### config.mk
export PLATFORM = sky130hd
export DESIGN_NAME = period_meter_flat
export DESIGN_NICKNAME = d
export VERILOG_FILES = /design/src/rtl/pll_pkg.sv /design/src/rtl/period_meter_if.sv /design/src/rtl/sync_edge.sv /design/src/rtl/period_meter.sv /design/src/flat_wrapper.sv
export SDC_FILE = /design/constraint.sdc
export NUM_CORES = 1
export LEC_CHECK = 0
export ABC_AREA = 1
export BUFFER_PORTS_ARGS = -buffer_cell sky130_fd_sc_hd__buf_4
export CAP_MARGIN = 0
export CORE_MARGIN = 1
export CORE_UTILIZATION = 59
export CTS_CLUSTER_DIAMETER = 80
export CTS_CLUSTER_SIZE = 20
export DETAILED_ROUTE_END_ITERATION = 10
export PLACE_DENSITY = 0.8
export SYNTH_ARGS = -nofsm -noshare
export SYNTH_HDL_FRONTEND = slang
export SYNTH_SLANG_ARGS = --single-unit
### constraint.sdc
create_clock -name clk_in -period 2.55 [get_ports clk_in]
set_input_delay 0.51 -clock clk_in [delete_from_list [all_inputs] [get_ports clk_in]]
set_output_delay 0.51 -clock clk_in [all_outputs]
set_load 0.03 [all_outputs]
### src/rtl/pll_pkg.sv
// Shared definitions for the PLL control blocks: counter width and the
// period meter state encoding.
package pll_pkg;

    localparam int CNT_W = 32;

    typedef enum logic [1:0] {
        PM_IDLE    = 2'd0,
        PM_ARM     = 2'd1,
        PM_MEASURE = 2'd2
    } pm_state_e;

endpackage

### src/rtl/period_meter_if.sv
// Control and result bundle of the period meter. The slave side is the meter;
// the master side is whoever drives the measured clock and reads results.
interface period_meter_if;
    import pll_pkg::*;

    logic             en;
    logic             sig_in;
    logic [CNT_W-1:0] period;
    logic [CNT_W-1:0] high_time;
    logic             meas_valid;
    logic             locked;
    logic             timeout;

    modport master (
        output en, sig_in,
        input  period, high_time, meas_valid, locked, timeout
    );

    modport slave (
        input  en, sig_in,
        output period, high_time, meas_valid, locked, timeout
    );

endinterface

### src/rtl/sync_edge.sv
// Multi-flop synchronizer for an asynchronous level, plus one delay flop that
// turns the synchronized level into single-cycle rise/fall pulses.
module sync_edge #(
    parameter int SYNC_STAGES = 2
) (
    input  logic clk_in,
    input  logic rst_n,
    input  logic d,
    output logic q,
    output logic rise,
    output logic fall
);

    logic [SYNC_STAGES-1:0] sync_q, sync_d;
    logic                   dly_q, dly_d;

    always_comb begin
        sync_d = {sync_q[SYNC_STAGES-2:0], d};
        dly_d  = sync_q[SYNC_STAGES-1];
    end

    always_ff @(posedge clk_in or negedge rst_n) begin
        if (!rst_n) begin
            sync_q <= '0;
            dly_q  <= 1'b0;
        end else begin
            sync_q <= sync_d;
            dly_q  <= dly_d;
        end
    end

    assign q    = sync_q[SYNC_STAGES-1];
    assign rise = q & ~dly_q;
    assign fall = ~q & dly_q;

endmodule

### src/rtl/period_meter.sv
// Measures period and high time of a slow clock in clk_in cycles, with
// frequency-lock and loss-of-input detection.
//
// state      | meaning
// PM_IDLE    | disabled; counters cleared, lock/timeout dropped
// PM_ARM     | waiting for the first rising edge to start a period
// PM_MEASURE | counting between rising edges; strobes a result on each rise
module period_meter
    import pll_pkg::*;
#(
    parameter int               SYNC_STAGES = 2,
    parameter logic [CNT_W-1:0] TIMEOUT     = 32'd1048576
) (
    input logic          clk_in,
    input logic          rst_n,
    period_meter_if.slave pm
);

    logic sig_s, rise, fall;

    sync_edge #(.SYNC_STAGES(SYNC_STAGES)) u_sync (
        .clk_in (clk_in),
        .rst_n  (rst_n),
        .d      (pm.sig_in),
        .q      (sig_s),
        .rise   (rise),
        .fall   (fall)
    );

    pm_state_e        state_q, state_d;
    logic [CNT_W-1:0] cnt_q, cnt_d;
    logic [CNT_W-1:0] hi_lat_q, hi_lat_d;
    logic [CNT_W-1:0] prev_period_q, prev_period_d;
    logic             first_q, first_d;
    logic [CNT_W-1:0] period_q, period_d;
    logic [CNT_W-1:0] high_time_q, high_time_d;
    logic             meas_valid_q, meas_valid_d;
    logic             locked_q, locked_d;
    logic             timeout_q, timeout_d;

    always_comb begin
        state_d       = state_q;
        cnt_d         = cnt_q;
        hi_lat_d      = hi_lat_q;
        prev_period_d = prev_period_q;
        first_d       = first_q;
        period_d      = period_q;
        high_time_d   = high_time_q;
        meas_valid_d  = 1'b0;
        locked_d      = locked_q;
        timeout_d     = timeout_q;

        if (!pm.en) begin
            state_d   = PM_IDLE;
            cnt_d     = '0;
            first_d   = 1'b1;
            locked_d  = 1'b0;
            timeout_d = 1'b0;
        end else begin
            unique case (state_q)
                PM_IDLE: begin
                    cnt_d     = '0;
                    first_d   = 1'b1;
                    locked_d  = 1'b0;
                    timeout_d = 1'b0;
                    state_d   = PM_ARM;
                end
                PM_ARM, PM_MEASURE: begin
                    // A rise on the timeout cycle still counts as a live input
                    if (rise) begin
                        cnt_d     = CNT_W'(1);
                        timeout_d = 1'b0;
                        state_d   = PM_MEASURE;
                        if (state_q == PM_MEASURE) begin
                            period_d      = cnt_q;
                            high_time_d   = hi_lat_q;
                            meas_valid_d  = 1'b1;
                            locked_d      = !first_q && (cnt_q == prev_period_q);
                            prev_period_d = cnt_q;
                            first_d       = 1'b0;
                        end
                    end else if (cnt_q == TIMEOUT) begin
                        timeout_d = 1'b1;
                        locked_d  = 1'b0;
                        first_d   = 1'b1;
                        cnt_d     = '0;
                        state_d   = PM_ARM;
                    end else begin
                        cnt_d = cnt_q + CNT_W'(1);
                        if (fall && state_q == PM_MEASURE) hi_lat_d = cnt_q;
                    end
                end
                default: state_d = PM_IDLE;
            endcase
        end
    end

    always_ff @(posedge clk_in or negedge rst_n) begin
        if (!rst_n) begin
            state_q       <= PM_IDLE;
            cnt_q         <= '0;
            hi_lat_q      <= '0;
            prev_period_q <= '0;
            first_q       <= 1'b1;
            period_q      <= '0;
            high_time_q   <= '0;
            meas_valid_q  <= 1'b0;
            locked_q      <= 1'b0;
            timeout_q     <= 1'b0;
        end else begin
            state_q       <= state_d;
            cnt_q         <= cnt_d;
            hi_lat_q      <= hi_lat_d;
            prev_period_q <= prev_period_d;
            first_q       <= first_d;
            period_q      <= period_d;
            high_time_q   <= high_time_d;
            meas_valid_q  <= meas_valid_d;
            locked_q      <= locked_d;
            timeout_q     <= timeout_d;
        end
    end

    assign pm.period     = period_q;
    assign pm.high_time  = high_time_q;
    assign pm.meas_valid = meas_valid_q;
    assign pm.locked     = locked_q;
    assign pm.timeout    = timeout_q;

endmodule

### src/flat_wrapper.sv
// flat-port wrapper written by rule: the top's interface ports become plain ports
module period_meter_flat import pll_pkg::*;
#(
    parameter int               SYNC_STAGES = 2,
    parameter logic [CNT_W-1:0] TIMEOUT     = 32'd1048576
)
  (clk_in, rst_n, pm_en, pm_sig_in, pm_period, pm_high_time, pm_meas_valid, pm_locked, pm_timeout);
  period_meter_if pm_i ();
  input logic clk_in;
  input logic rst_n;
  input wire logic [$bits(pm_i.en)-1:0] pm_en;
  input wire logic [$bits(pm_i.sig_in)-1:0] pm_sig_in;
  output wire logic [$bits(pm_i.period)-1:0] pm_period;
  output wire logic [$bits(pm_i.high_time)-1:0] pm_high_time;
  output wire logic [$bits(pm_i.meas_valid)-1:0] pm_meas_valid;
  output wire logic [$bits(pm_i.locked)-1:0] pm_locked;
  output wire logic [$bits(pm_i.timeout)-1:0] pm_timeout;
  assign pm_i.en = pm_en;
  assign pm_i.sig_in = pm_sig_in;
  assign pm_period = pm_i.period;
  assign pm_high_time = pm_i.high_time;
  assign pm_meas_valid = pm_i.meas_valid;
  assign pm_locked = pm_i.locked;
  assign pm_timeout = pm_i.timeout;
  period_meter #(.SYNC_STAGES(SYNC_STAGES), .TIMEOUT(TIMEOUT)) u_core (.clk_in(clk_in), .rst_n(rst_n), .pm(pm_i));
endmodule
==> results.sh <==
export IMPL_final_cells=1035
export IMPL_setup_viol=0
export IMPL_wire_per_inst_microns=14.9
export IMPL_drtIter0Drc=461
export IMPL_start_util=0.617
export IMPL_max_freq_mhz=455
export IMPL_r2r_cells=11
export IMPL_nNetsFinal=896
export IMPL_cts_buffer_depth=2
export IMPL_design_area_sq_um=7700
export IMPL_hpwl_mm=10.3
export IMPL_yosys_register_bits=137
export IMPL_grt_max_degree=82
export IMPL_slew_headroom=0.438
export IMPL_wirelength_mm=15.5
export IMPL_min_path_cells=1
export IMPL_seq_area_frac_synth=0.532
export IMPL_diodes=0
export IMPL_die_area_sq_um=11400
export IMPL_max_stage_delay_ns=0.38
export IMPL_max_cap_violations=0
export IMPL_fp_dieW_microns=107
export IMPL_syn_avg_cell_area_sq_um=7.91
export IMPL_layout_common_cells="nand2_1, dfrtp_1, buf_4, nor2_1, inv_1"
export IMPL_synth_cell_type_count=35
export IMPL_rsz0062_at_grt="false"
export IMPL_r2r_slack_ns=0.35
export IMPL_p_total_mw=5.87
export IMPL_ioPinCount=71
export IMPL_min_period_ns=2.20
export IMPL_port_buffer_count=70
export IMPL_postPlaceCellArea_sq_um=7080
export IMPL_tightestPinTransition_ns=0.841
export IMPL_status="completed"
export IMPL_worst_path_max_fanout=7
export IMPL_synth_nets=825
export IMPL_place_congestion=0.879
export IMPL_synth_area_leaders="dfrtp_1, nand2_1, nor2_1, inv_1, o21ai_0"
export IMPL_grt_ovfl_total=0
export IMPL_vias_per_cell=5.40
export IMPL_clock_latency_ns=0.52
export IMPL_tritoncts="done"
export IMPL_clk_pin_slew_worst_paths_ns=0.06
export IMPL_grt_busiest_layer="met2"
export IMPL_synth_top_area_share=0.527
export IMPL_syn_to_final_growth_pct=19.3
export IMPL_use_met1=0.414
export IMPL_drive_above_1_share=0.157
export IMPL_drt_pass1_iter_count=7
export IMPL_post_cts_buffers=0
export IMPL_crit_type="reg2reg"
export IMPL_grt_pass1_vias=5314
export IMPL_ir_drop_v=0.000397
export IMPL_final_hold_viol_count=0
export IMPL_crit_chain="inv_1 > ha_1 > nor2_1 > nand2_1 > inv_1 > nor2_1 > nand2_1 > nor3_2 > nand2_1 > nand2_1 > nor2_1"
export IMPL_power_density_nw_per_um2=762
export IMPL_grt_use_met2=0.460
export IMPL_start_kind="flip-flop"
export IMPL_grt_pass1_wl_mm=25.6
export IMPL_min_to="u_core.u_sync.sync_q[0]$_DFF_PN0_"
export IMPL_groute_usage_overall=0.290
export IMPL_worstReg2RegStart="u_core.state_q[1]$_DFFE_PN0N_"
export IMPL_syn_inst=816
export IMPL_holdCritPathClass="in2reg"
export IMPL_yosys_warnings=0
export IMPL_num_vias=5584
export IMPL_htree_levels=4
export IMPL_p_leak_nw=3.87
export IMPL_detail_route_antenna_nets=0
export IMPL_hold_slack_ns=0.0923
export IMPL_layout_commonest_cell="nand2_1"
export IMPL_slew_viol_final=0
export IMPL_crit_top_cell="nand2_1"
export IMPL_cts_root_buf="clkbuf_8"
export IMPL_rr_endpoint="u_core.cnt_q[30]$_DFFE_PN0P_"
export IMPL_num_rows=37
export IMPL_dp_cells=1003
export IMPL_final_setup_tns_ns=0
export IMPL_setup_worst_path_end_class="flip-flop"
export IMPL_worst_ep_arrival_time_ns=2.61
export IMPL_cts_made_buffers=17
export IMPL_grt_use_met3=0.0419
export IMPL_synth_area_sq_um=6450
export IMPL_core_area_sq_um=10500
export IMPL_drc=0
export IMPL_cp_data_required_time_ns=2.96
export IMPL_die_h_microns=107
export IMPL_critPathSlowestCell="dfrtp_1"
export IMPL_min_from="pm_sig_in"
export IMPL_finClkSkew_ns=0.00627
export IMPL_fin_crit_sh=0.862
export IMPL_crit_start="u_core.state_q[1]$_DFFE_PN0N_"
export IMPL_yosysTopAreaCell="dfrtp_1"
export IMPL_cts_sinks=137
export IMPL_antenna_found_initial=0
-- worst max-delay path, delay by kind of cell, from the launching register on --
kind | cells | cell delay [ns]
simple gates | 8 | 1.11
flops | 1 | 0.38
fa+ha+maj | 1 | 0.32
buf+inv | 2 | 0.29
-- stage by stage --
stage                     setup slack, ns   util
after floorplan                     0.763      -
after global placement              0.425  0.676
after detailed placement            0.375  0.676
after CTS                           0.374  0.736
after global routing                0.146  0.736
final                               0.352  0.736
-- power breakdown --
group	internal, mW	switching [mW]	leakage, nW	total, mW
registers	2.30	0.106	1.79	2.41
logic	0.288	0.618	1.78	0.906
clock network	1.63	0.919	0.300	2.55
total	4.22	1.64	3.87	5.87
-- per-layer routing --
metal	share of wire	wire (microns)
met5	0	0
met4	0.014	221
met3	0.057	876
met2	0.47	7290
met1	0.46	7080
-- cells by family (layout without fill, tap and decap cells) --
kind of cell / after synthesis / count (layout) / share of synthesized area
AND/OR/NAND/NOR: 459 / 459 / 0.294
flip-flops: 137 / 137 / 0.532
buffers and inverters: 104 / 187 / 0.0685
AO/OA/AOI/OAI: 97 / 97 / 0.0772
XOR/XNOR: 14 / 14 / 0.0190
adder cells (fa/ha/maj): 5 / 5 / 0.00970
-- how the worst max path moves through the flow --
stage	slack, ns	cells past startpoint	to
final	0.35	11	u_core.cnt_q[30]$_DFFE_PN0P_
after global routing	0.15	9	u_core.pm.period[30]$_DFFE_PN0P_
after CTS	0.37	11	u_core.cnt_q[30]$_DFFE_PN0P_
after detailed placement	0.37	11	u_core.cnt_q[30]$_DFFE_PN0P_
after global placement	0.43	11	u_core.cnt_q[30]$_DFFE_PN0P_
after floorplan	0.76	11	u_core.pm.high_time[11]$_DFFE_PN0P_
-- synthesized netlist by cell type, drive strengths merged --
library cell  instances
o21ai                80
dfrtp               136
nand3                23
buf                  18
xor2                  9
nor3b                 2
nand4                 7
or2                   2
dfstp                 1
o211a                 1
nand3b                2
xnor2                 5
o22ai                 2
ha                    5
inv                  80
o211ai                1
clkbuf                6
a21oi                12
nor4                  1
o31ai                 1
nor2                 75
nor3                 17
nand2               330
-- what timing repair did --
item,CTS,global route
gates resized for setup,0,0
hold endpoints to repair,31,0
hold buffers,1,0
-- state kept, by name (all words and copies together), names as in the netlist --
name	cells
u_core.state_q	2
u_core.pm.timeout	1
u_core.hi_lat_q	32
u_core.u_sync.dly_q	1
u_core.pm.high_time	32
u_core.first_q	1
u_core.u_sync.sync_q	2
u_core.pm.meas_valid	1
u_core.pm.locked	1
u_core.cnt_q	32
u_core.pm.period	32
-- final cells by class --
cell class	count	area, sq um
Clock buffer	19	442
Clock inverter	12	173
Fill cell	771	2760
Inverter	80	303
Multi-Input combinational cell	575	2580
Sequential cell	137	3430
Tap cell	136	170
Timing Repair Buffer	76	602
(Power assumes the default switching activity.)
